<file path="config.mk">
export PLATFORM = sky130hd
export DESIGN_NAME = i2s_receiver
export DESIGN_NICKNAME = d
export VERILOG_FILES = /design/src/rtl/i2s_receiver.sv
export SDC_FILE = /design/constraint.sdc
export NUM_CORES = 1
export LEC_CHECK = 0
export BUFFER_PORTS_ARGS = -buffer_cell sky130_fd_sc_hd__buf_4
export CORE_UTILIZATION = 51
export CTS_CLUSTER_DIAMETER = 100
export DETAILED_ROUTE_END_ITERATION = 16
export PLACE_DENSITY = 0.8
export SLEW_MARGIN = 20
export SYNTH_ARGS = -nofsm -noshare
export SYNTH_HDL_FRONTEND = slang
export SYNTH_SLANG_ARGS = --single-unit
</file>
<file path="constraint.sdc">
create_clock -name clk -period 1.5 [get_ports clk]
set_input_delay 0.3 -clock clk [delete_from_list [all_inputs] [get_ports clk]]
set_output_delay 0.3 -clock clk [all_outputs]
set_load 0.005 [all_outputs]
</file>
<file path="src/rtl/i2s_receiver.sv">
// I2S receiver: synchronizes the bit clock, word select and data into the clk
// domain, deserializes a stereo frame MSB first, and presents each complete
// left/right pair with a one-clk valid strobe. Short slots raise frame_error
// and force a resync on the next left-slot start.
module i2s_receiver #(
    parameter int DATA_BITS = 24
) (
    input  logic                 clk,
    input  logic                 reset,
    input  logic                 bclk,
    input  logic                 lrck,
    input  logic                 sdata,
    output logic                 pcm_valid,
    output logic [DATA_BITS-1:0] l_pcm_data,
    output logic [DATA_BITS-1:0] r_pcm_data,
    output logic                 locked,
    output logic                 frame_error
);

    localparam int CW = $clog2(DATA_BITS + 1);
    localparam logic [CW-1:0] CNT_FULL = CW'(DATA_BITS);
    localparam logic [CW-1:0] CNT_LAST = CW'(DATA_BITS - 1);

    typedef enum logic [1:0] {
        SYNC_WAIT,
        LEFT,
        RIGHT
    } state_t;

    logic bclk_meta, bclk_sync, bclk_prev;
    logic lrck_meta, lrck_s;
    logic sdata_meta, sdata_s;
    logic bclk_rise;

    state_t               state, state_next;
    logic                 lrck_prev;
    logic [CW-1:0]        bit_cnt, cnt_next, cnt_inc;
    logic [DATA_BITS-1:0] l_shift, l_next;
    logic [DATA_BITS-1:0] r_shift, r_next;
    logic                 lrck_change;
    logic                 bit_take;
    logic                 slot_full;
    logic                 deliver;
    logic                 slot_err;

    assign bclk_rise   = bclk_sync & ~bclk_prev;
    assign lrck_change = lrck_s ^ lrck_prev;
    assign bit_take    = (bit_cnt < CNT_FULL);
    assign cnt_inc     = bit_cnt + CW'(1);
    // The change edge still carries the last bit of the slot being closed,
    // so a slot is complete if it will hold DATA_BITS bits after this edge.
    assign slot_full   = (bit_cnt >= CNT_LAST);

    // Two-flop synchronizers for all three pins plus an edge-detect flop on bclk.
    always_ff @(posedge clk) begin
        if (reset) begin
            bclk_meta  <= 1'b0;
            bclk_sync  <= 1'b0;
            bclk_prev  <= 1'b0;
            lrck_meta  <= 1'b0;
            lrck_s     <= 1'b0;
            sdata_meta <= 1'b0;
            sdata_s    <= 1'b0;
        end else begin
            bclk_meta  <= bclk;
            bclk_sync  <= bclk_meta;
            bclk_prev  <= bclk_sync;
            lrck_meta  <= lrck;
            lrck_s     <= lrck_meta;
            sdata_meta <= sdata;
            sdata_s    <= sdata_meta;
        end
    end

    // Slot sequencing: shift data bits, detect slot boundaries and short slots.
    always_comb begin
        state_next = state;
        cnt_next   = bit_cnt;
        l_next     = l_shift;
        r_next     = r_shift;
        deliver    = 1'b0;
        slot_err   = 1'b0;
        if (bclk_rise) begin
            case (state)
                SYNC_WAIT: begin
                    if (lrck_change && !lrck_s) begin
                        state_next = LEFT;
                        cnt_next   = '0;
                    end
                end
                LEFT: begin
                    if (bit_take) begin
                        l_next   = {l_shift[DATA_BITS-2:0], sdata_s};
                        cnt_next = cnt_inc;
                    end
                    if (lrck_change) begin
                        cnt_next = '0;
                        if (slot_full) begin
                            state_next = RIGHT;
                        end else begin
                            state_next = SYNC_WAIT;
                            slot_err   = 1'b1;
                        end
                    end
                end
                RIGHT: begin
                    if (bit_take) begin
                        r_next   = {r_shift[DATA_BITS-2:0], sdata_s};
                        cnt_next = cnt_inc;
                        deliver  = (bit_cnt == CNT_LAST);
                    end
                    if (lrck_change) begin
                        cnt_next = '0;
                        if (slot_full) begin
                            state_next = LEFT;
                        end else begin
                            state_next = SYNC_WAIT;
                            slot_err   = 1'b1;
                        end
                    end
                end
                default: begin
                    state_next = SYNC_WAIT;
                    cnt_next   = '0;
                end
            endcase
        end
    end

    // State, counter, shift registers and the lrck history sampled per bit.
    always_ff @(posedge clk) begin
        if (reset) begin
            state     <= SYNC_WAIT;
            bit_cnt   <= '0;
            l_shift   <= '0;
            r_shift   <= '0;
            lrck_prev <= 1'b0;
        end else begin
            state   <= state_next;
            bit_cnt <= cnt_next;
            l_shift <= l_next;
            r_shift <= r_next;
            if (bclk_rise) begin
                lrck_prev <= lrck_s;
            end
        end
    end

    // Output registers: load the stereo pair on the final right bit, track lock.
    always_ff @(posedge clk) begin
        if (reset) begin
            pcm_valid   <= 1'b0;
            frame_error <= 1'b0;
            locked      <= 1'b0;
            l_pcm_data  <= '0;
            r_pcm_data  <= '0;
        end else begin
            pcm_valid   <= deliver;
            frame_error <= slot_err;
            if (deliver) begin
                l_pcm_data <= l_shift;
                r_pcm_data <= r_next;
                locked     <= 1'b1;
            end else if (slot_err) begin
                locked <= 1'b0;
            end
        end
    end

endmodule

</file>
=== Yosys cells after proc, flatten, opt, wreduce, memory -nomap -nowiden ===
Index checks and enable logic that the tools add are counted.

* Word-level logic and storage cells: 60
* Output and inout bits: 51
* Register bits: 114

* Muxes and demuxes: 22
* Bitwise gates (word level): 3
* $add $sub $neg: 1
* Eq/ne operators: 7
* Order comparisons: 2
* Reduce and logical (&&, ||, !) cells: 8

{| class="wikitable"
|+ Operators by type and width
! operator !! count
|-
| 24-bit two-way mux || 3
|-
| 5-bit two-way mux || 3
|-
| 1-bit two-way mux || 10
|-
| 5-bit case mux with 2 select lines || 1
|-
| 2-bit two-way mux || 4
|-
| 2-bit != test, second input constant || 3
|-
| 2-bit case mux with 3 select lines || 1
|-
| 3-bit AND reduction || 2
|-
| 5-bit by 1-bit adder with 5-bit output, second input constant || 1
|-
| 5-bit == test, second input constant || 1
|-
| 5-bit greater-or-equal comparator, second input constant || 1
|-
| 5-bit less-than comparator, second input constant || 1
|-
| 4-bit AND reduction || 1
|-
| 3-bit by 1-bit != test with 1-bit output, second input constant || 1
|-
| 2-bit by 1-bit == test with 1-bit output, second input constant || 1
|-
| 2-bit == test, second input constant || 1
|-
| 2-bit logical NOT || 1
|-
| 2-bit nonzero test || 1
|-
| 2-bit OR reduction || 1
|-
| 1-bit bitwise AND || 1
|-
| 1-bit logical AND || 1
|-
| 1-bit logical NOT || 1
|-
| 1-bit inverter || 1
|-
| 1-bit bitwise XOR || 1
|}

=== Longest topological paths before layout ===
Gate-level depths: netlist (run 1).

* Depth after elaboration: 7
* Depth in mapped cells: 8
* Mapped depth without buffers: 6

=== Worst setup path before layout (run 1) ===
Ideal clock, no wire load.

* Path kind: register -> register
* Start: register bit_cnt[0]
* End: register locked
* Required time: 1.372 ns
* Arrival time: 1.391 ns
* Period minus slack after synthesis: 1.518 ns
* Setup time: 0.128 ns
* Stages on the path, launching flop included: 9
* Setup slack: -0.018 ns
* Cells stage by stage: dfxtp_1 -> ha_1 -> and4b_1 -> and3_1 -> buf_2 -> buf_6 -> buf_6 -> a21oi_2 -> nor2_1

* Cells in the longest elaborated chain, start to end: 6

{| class="wikitable"
|+ RTL lines
! what !! line !! RTL
|-
| start, declared || 37 || <nowiki>logic [CW-1:0] bit_cnt, cnt_next, cnt_inc;</nowiki>
|-
| start signal, assigned || 140 || <nowiki>bit_cnt <= cnt_next;</nowiki>
|-
| 5-bit greater-or-equal comparator || 52 || <nowiki>assign slot_full = (bit_cnt >= CNT_LAST);</nowiki>
|-
| 1-bit two-way mux || 98, 114 ||
|-
| 1-bit two-way mux || 112 || <nowiki>if (lrck_change) begin</nowiki>
|-
| 1-bit two-way mux || - ||
|-
| 1-bit two-way mux || 83 || <nowiki>if (bclk_rise) begin</nowiki>
|-
| 2-bit nonzero test (no line) || - ||
|-
| end signal, assigned || 154 || <nowiki>locked <= 1'b0;</nowiki>
|-
| end signal, assigned || 163 || <nowiki>locked <= 1'b1;</nowiki>
|-
| end signal, assigned || 165 || <nowiki>locked <= 1'b0;</nowiki>
|-
| end, declared || 16 || <nowiki>output logic locked,</nowiki>
|}

Parallel ways exist; a longest one is shown, timed or not.
A chain may end at the register's enable or synchronous reset.

=== Worst setup path in the final report (run 1) ===
* Start: register bit_cnt[1]
* End: register r_pcm_data[14]

* Cells in the longest elaborated chain, start to end: 4

{| class="wikitable"
|+ RTL lines
! what !! line !! RTL
|-
| 5-bit less-than comparator or 5-bit == test (tied branches) || 48, 110 ||
|-
| 24-bit two-way mux or 1-bit two-way mux (tied branches) || 107 || <nowiki>if (bit_take) begin</nowiki>
|-
| 24-bit two-way mux or 1-bit two-way mux (tied branches) || 84 || <nowiki>case (state)</nowiki>
|-
| 24-bit two-way mux or 1-bit two-way mux (tied branches) || 83 ||
|-
| end signal, assigned || 162 || <nowiki>r_pcm_data <= r_next;</nowiki>
|-
| end, declared || 15 || <nowiki>output logic [DATA_BITS-1:0] r_pcm_data,</nowiki>
|}

Parallel ways exist; a longest one is shown, timed or not.

==> results of run 1 <==
## sequential cells by signal (all words and copies together), names as in the netlist
name,cells
bclk_meta,1
bclk_prev,1
bclk_sync,1
bit_cnt,5
frame_error,1
l_pcm_data,24
l_shift,24
locked,1
lrck_meta,1
lrck_prev,1
lrck_s,1
pcm_valid,1
r_pcm_data,24
r_shift,23
sdata_meta,1
sdata_s,1
state,2
## per-stage QoR
stage                     worst slack [ps]  hold slack (ps)  std cells  util (%)  TNS [ps]
after floorplan                       19.3              414        502         -         0
after detailed placement             -62.5              431        640      60.5     -62.5
after CTS                             5.13             6.16        673      69.1         0
after global routing                  -107             18.5        684      72.3     -1240
final                                -69.6             9.21        684      72.3      -130
after global placement                24.4              417        640      60.5         0
## Yosys cell counts
cell type / count / area, um^2
o31ai_1: 1 / 7.51
a31oi_1: 1 / 6.26
o211ai_1: 1 / 7.51
buf_4: 6 / 45.0
a22oi_1: 1 / 7.51
a41oi_1: 1 / 8.76
nor2_1: 8 / 30.0
a21oi_2: 1 / 8.76
o2111ai_1: 1 / 8.76
nor4b_1: 1 / 8.76
o21ai_0: 2 / 10.0
nor2b_1: 9 / 56.3
dfxtp_1: 113 / 2260
and3_1: 5 / 31.3
buf_1: 1 / 3.75
ha_1: 6 / 75.1
inv_1: 5 / 18.8
nand2_1: 196 / 736
nand3b_1: 1 / 7.51
nand3_1: 5 / 25.0
buf_6: 2 / 22.5
mux2i_1: 1 / 10.0
nor3_1: 1 / 5.00
buf_2: 7 / 35.0
and4b_1: 1 / 10.0
clkbuf_1: 19 / 71.3
nand2b_1: 2 / 12.5
nor3b_1: 1 / 7.51
o32ai_1: 1 / 8.76
a21oi_1: 101 / 505
a211oi_1: 1 / 7.51
## cells by family (layout without fill, tap and decap cells)
| group | Yosys count | count (layout) |
|---|---|---|
| muxes | 1 | 1 |
| DFF | 113 | 113 |
| AOI/OAI and AO/OA | 112 | 112 |
| buffers and inverters | 40 | 120 |
| adders and majority gates | 6 | 6 |
| and+or+nand+nor | 230 | 230 |
## per-layer routing
metal | vias to the layer above | global-route usage (%) | share of wire (%)
met5 | - | 0 | 0
met4 | 0 | 9.79 | 2.1
met3 | 24 | 6.78 | 6.1
met2 | 157 | 39.8 | 52
met1 | 1756 | 25.7 | 40
li1 | 1771 | - | -
## worst paths after layout
check                                        startpoint                           to  slack, ps
worst min-delay path                               lrck         lrck_meta$_SDFF_PP0_          9
worst min register to register     lrck_meta$_SDFF_PP0_            lrck_s$_SDFF_PP0_        440
worst max register to register  bit_cnt[1]$_SDFFE_PP0P_  r_pcm_data[14]$_SDFFE_PP0P_        -70
worst max-delay path            bit_cnt[1]$_SDFFE_PP0P_  r_pcm_data[14]$_SDFFE_PP0P_        -70
## final cells by class
class                      instances  area (um^2)
timing repair buffer              83          842
fill                             520         2140
sequential                       113         2270
multi-input combinational        349         1710
inverter                           5         18.8
clock inverter                    12          181
tap                              102          128
clock buffer                      20          445
## power breakdown
group          total, mW  internal, mW  switching, mW
registers           3.02          3.01        0.00369
logic              0.104        0.0384         0.0659
clock network       4.18          2.79           1.39
total               7.30          5.84           1.46
## what timing repair did
| action | 4_1_cts | 5_1_grt |
|---|---|---|
| resized for setup | 6 | 18 |
| setup buffers | 0 | 5 |
| pin swaps | 0 | 6 |
| cloned | 0 | 6 |
| setup endpoints to repair | 5 | 48 |
| hold endpoints to repair | 1 | 0 |
| hold buffers | 1 | 0 |
==> summary.txt, run 1 <==
Synth Register Bits - 113
Syn Nets - 513
violated checks - setup timing
Hold Path Stages - 2
ratio of final minimum period to clock period - 105%
Nets - 580
layout cells sized above 1 - 23.4%
maximum VDD drop - 0.000872 V
clock-pin slew on the worst setup and hold paths - 60 ps
vias in the first global route - 3382
adder-cell area share of the yosys netlist - 1.85%
global placer's final weighted congestion - 0.827
Syn Std Cell Area - 0.00406 mm^2
average size of a mapped cell - 8.09 um^2
Cell Pwr Density - 1310 mW/mm^2
fin area - 0.00559 mm^2
Synth Area in XOR/XNOR - 0%
worst path required time - 1920 ps
largest net degree at the start of global routing - 42
setup violators final - 4
clk_skew - 6.64 ps
max-slew violations - 0
Syn-to-layout area delta - 37.7%
# DRC - 0
CTS H-tree depth - 4
GR Overflow Total - 0
DR iter-0 viols - 239
critical path's slowest cell - dfxtp_2
commonest cells after routing, fill and taps aside - nand2_1 (195), dfxtp_1 (108), a21oi_1 (97), buf_4 (66), clkbuf_16 (21)
Setup CP Type - reg2reg
DR vias/cell - 5.42
outcome - complete, but fails checks
Ports - 56
initial antenna violation count - 0
Critical Path End Type - flip-flop
WL/cell - 15.3 um
final wirelength - 10400 um
post-synthesis sequential area ratio - 55.7%
CP cell instances - ha_4 > and4b_1 > and3_4 > clkbuf_16 > nand2_1 > a21oi_1
crit path max fanout - 12
max incr delay on CP - 360 ps
placed inst area - 0.00468 mm^2
Critical Path AT - 1990 ps
Ant. Diodes - 0
CTS tree - built
Max-Cap Viols - 0
via count - 3708
Hold Violations, Final - 0
buffers plus inverters on the worst setup path - 1
Yosys cell types - 31
Least-Margin Pin Slew - 398 ps
area of the die - 0.00832 mm^2
RSZ-0062 raised after global routing - yes
Cells after Synth - 502
commonest non-fill, non-tap cell in the layout - nand2_1
Max-slew headroom - 73.5%
Power Total - 7.30 mW
CP startpoint kind - flip-flop
cell family contributing the most delay on the critical path - simple AND/OR/NAND/NOR gates
CORE AREA - 0.00773 mm^2
first-pass GRT wire length - 15000 um
chip height - 91.2 um
Synth Area in Compound Gates - 14.5%
Hold Crit Class - in2reg
Rows - 32
Global Route Usage Sum - 22.8%
main combinational cell family by area after synthesis - simple AND/OR/NAND/NOR gates
I/O Buffers - 55
mux cell area share after synthesis - 0.247%
clk sinks - 113
minimum clock period - 1570 ps
Post-Synth Simple-Gate Area - 22.9%
HPWL Detailed - 5330 um
Root Buffer - clkbuf_8
CP Depth - 6
Clock Tree Buf Depth - 2
CTS Buf Count - 17
reg2reg path depth - 6
Die W - 91.2 um
drt first pass iters - 7
Max Clock Freq - 637 MHz
YS warnings - 0
P_leak - 2.08 nW
setup ws final - -69.6 ps
worst-skew pair later-pin latency - 510 ps
post-detailed-route count of antenna-violating nets - 0
Initial Utilization - 52.5%
Note: power is estimated with default switching activity, not from simulation.
==> run 2: changes to the inputs <==
--- a/config.mk
+++ b/config.mk
@@ -6,9 +6,11 @@
 export NUM_CORES = 1
 export LEC_CHECK = 0
 export BUFFER_PORTS_ARGS = -buffer_cell sky130_fd_sc_hd__buf_4
+export CORE_MARGIN = 2
 export CORE_UTILIZATION = 51
 export CTS_CLUSTER_DIAMETER = 100
 export DETAILED_ROUTE_END_ITERATION = 16
+export HOLD_SLACK_MARGIN = 0.05
 export PLACE_DENSITY = 0.8
 export SLEW_MARGIN = 20
 export SYNTH_ARGS = -nofsm -noshare
==> run 2 against run 1 <==
- the run still ends with setup timing left
- setup slack worse by 24 ps
- via count up 1.9%
- die area up 4.4%
- hold slack better by 220 ps
- wire length up 5.1%
- sequential share of layout area down 0.44 points
- sequential cell count unchanged
- power down 5.6%
- critical path depth up 1
- cell count up 1.0%
- register-to-register slack worse by 20 ps
- cell area up 1.2%
- largest cell class unchanged
- highest routed layer unchanged
==> summary.txt, run 2 (synthesized netlist as in run 1, its figures left out) <==
minimum clock period - 1590 ps (was 1570 ps)
Cell Pwr Density - 1220 mW/mm^2 (was 1310 mW/mm^2)
post-detailed-route count of antenna-violating nets - 0 (unchanged)
WL/cell - 15.9 um (was 15.3 um)
CP cell instances - inv_6 > ha_4 > nor2b_1 > nor4b_4 > buf_4 > a22oi_1 > nor2_1 (was ha_4 > and4b_1 > and3_4 > clkbuf_16 > nand2_1 > a21oi_1)
sum of negative setup slack - -175 ps (was -130 ps)
CP startpoint kind - flip-flop (unchanged)
Max-slew headroom - 69.2% (was 73.5%)
maximum VDD drop - 0.000803 V (was 0.000872 V)
clk sinks - 113 (unchanged)
# DRC - 0 (unchanged)
biggest regs - l_pcm_data: 24 flops, l_shift: 24 flops, r_pcm_data: 24 flops (unchanged)
Least-Margin Pin Slew - 462 ps (was 398 ps)
I/O Buffers - 55 (unchanged)
R2R Path End - bit_cnt[1]$_SDFFE_PP0P_ (was r_pcm_data[14]$_SDFFE_PP0P_)
Initial Utilization - 52.5% (unchanged)
placed inst area - 0.00466 mm^2 (was 0.00468 mm^2)
DR vias/cell - 5.47 (was 5.42)
Max Clock Freq - 628 MHz (was 637 MHz)
first-pass GRT wire length - 14800 um (was 15000 um)
outcome - complete, but fails checks (unchanged)
layout cells sized above 1 - 26.7% (was 23.4%)
Placed Cells - 641 (was 640)
Die W - 93.2 um (was 91.2 um)
worst path required time - 1890 ps (was 1920 ps)
setup ws final - -93.2 ps (was -69.6 ps)
via count - 3778 (was 3708)
ratio of final minimum period to clock period - 106% (was 105%)
Power Total - 6.89 mW (was 7.30 mW)
setup violators final - 5 (was 4)
critical path's slowest cell - dfxtp_4 (was dfxtp_2)
Max-Cap Viols - 0 (unchanged)
CTS H-tree depth - 4 (unchanged)
Clock Tree Buf Depth - 2 (unchanged)
violated checks - setup timing (unchanged)
CTS Buf Count - 17 (unchanged)
vias in the first global route - 3389 (was 3382)
GR Overflow Total - 0 (unchanged)
initial antenna violation count - 0 (unchanged)
Syn-to-layout area delta - 39.4% (was 37.7%)
R2R Setup Slk - -90 ps (was -70 ps)
CTS tree - built (unchanged)
drt first pass iters - 5 (was 7)
clk_skew - 7.14 ps (was 6.64 ps)
Hold Violations, Final - 0 (unchanged)
Ant. Diodes - 0 (unchanged)
clock-pin slew on the worst setup and hold paths - 60 ps (about the same)
max-slew violations - 0 (unchanged)
Rows - 32 (unchanged)
RSZ-0062 raised after global routing - yes (unchanged)
post-layout util - 73.2% (was 72.3%)
Critical Path AT - 1980 ps (was 1990 ps)
CORE AREA - 0.00773 mm^2 (unchanged)
Global Route Usage Sum - 21.6% (was 22.8%)
P_leak - 2.15 nW (was 2.08 nW)
reg2reg path depth - 7 (was 6)
Layout Cells excl Fill - 691 (was 684)
final wirelength - 11000 um (was 10400 um)
global placer's final weighted congestion - 0.857 (was 0.827)
max incr delay on CP - 370 ps (was 360 ps)
FF-to-FF Start - state[0]$_SDFFE_PP0P_ (was bit_cnt[1]$_SDFFE_PP0P_)
Root Buffer - clkbuf_8 (unchanged)
worst-skew pair later-pin latency - 510 ps (about the same)
Critical Path End Type - flip-flop (unchanged)
Nets - 588 (was 580)
fin area - 0.00566 mm^2 (was 0.00559 mm^2)
DR iter-0 viols - 249 (was 239)
Hold Startpoint - reset (was lrck)
chip height - 93.2 um (was 91.2 um)
crit path max fanout - 3 (was 12)
area of the die - 0.00869 mm^2 (was 0.00832 mm^2)
commonest non-fill, non-tap cell in the layout - nand2_1 (unchanged)
pre-CTS WS - -89.2 ps (was -62.5 ps)
Hold WS - 230 ps (was 9.21 ps)
HPWL Detailed - 5270 um (was 5330 um)
Ports - 56 (unchanged)
Setup CP Type - reg2reg (unchanged)
Hold Path Stages - 2 (unchanged)
Hold Crit Class - in2reg (unchanged)
largest net degree at the start of global routing - 41 (was 42)
Worst Hold End - r_pcm_data[6]$_SDFFE_PP0P_ (was lrck_meta$_SDFF_PP0_)
commonest cells after routing, fill and taps aside - nand2_1 (189), dfxtp_1 (108), a21oi_1 (86), buf_4 (73), clkbuf_16 (21) (was nand2_1 (195), dfxtp_1 (108), a21oi_1 (97), buf_4 (66), clkbuf_16 (21))
run 2: final cells by class:
| class | count | area, um^2 |
|---|---|---|
| clock buffers | 22 | 483 |
| clock inverters | 9 | 81.3 |
| fillers | 501 | 2070 |
| inverters | 5 | 23.8 |
| multi-input cells | 349 | 1790 |
| flip-flops and latches | 113 | 2270 |
| well taps | 102 | 128 |
| repair buffers | 91 | 886 |
run 2: critical path: cells and delay by family, from the launching register on:
family                   cells  cell delay (ps)
adder cells (fa/ha/maj)      1              130
buffers and inverters        2              240
flip-flops                   1              370
AO/OA/AOI/OAI                1              260
AND/OR/NAND/NOR              3              470
run 2: worst max-delay path by stage:
stage,from,end,slack [ps]
after floorplan,state[0]$_SDFFE_PP0P_,bit_cnt[2]$_SDFFE_PP0P_,20
after global placement,state[0]$_SDFFE_PP0P_,bit_cnt[2]$_SDFFE_PP0P_,30
after detailed placement,state[0]$_SDFFE_PP0P_,bit_cnt[2]$_SDFFE_PP0P_,-90
after CTS,lrck_s$_SDFF_PP0_,bit_cnt[2]$_SDFFE_PP0P_,0.8
after global routing,state[1]$_SDFFE_PP0P_,bit_cnt[1]$_SDFFE_PP0P_,-90
final,state[0]$_SDFFE_PP0P_,bit_cnt[1]$_SDFFE_PP0P_,-90
run 2: repair_timing:
action | 4_1_cts | 5_1_grt
cloned | 0 | 7
hold endpoints to repair | 3 | 0
pin swaps | 0 | 17
hold buffers | 3 | 0
resized for setup | 8 | 39
setup buffers | 0 | 9
setup endpoints to repair | 7 | 54
run 2: power by group:
part | leakage [nW] | internal, mW | total, mW | switching [mW]
Sequential | 0.914 | 3.01 | 3.01 | 0.00419
Combinational | 0.965 | 0.0382 | 0.109 | 0.0704
Clock | 0.275 | 2.39 | 3.77 | 1.38
Total | 2.15 | 5.44 | 6.89 | 1.45
run 2: metal layers:
layer | vias to the layer above | GRT usage [%] | part of all wire [%]
met3 | 35 | 5.72 | 6.1
met5 | - | 0 | 0
met4 | 0 | 10.8 | 3.2
met2 | 162 | 37.6 | 52
met1 | 1792 | 24.2 | 39
li1 | 1789 | - | -
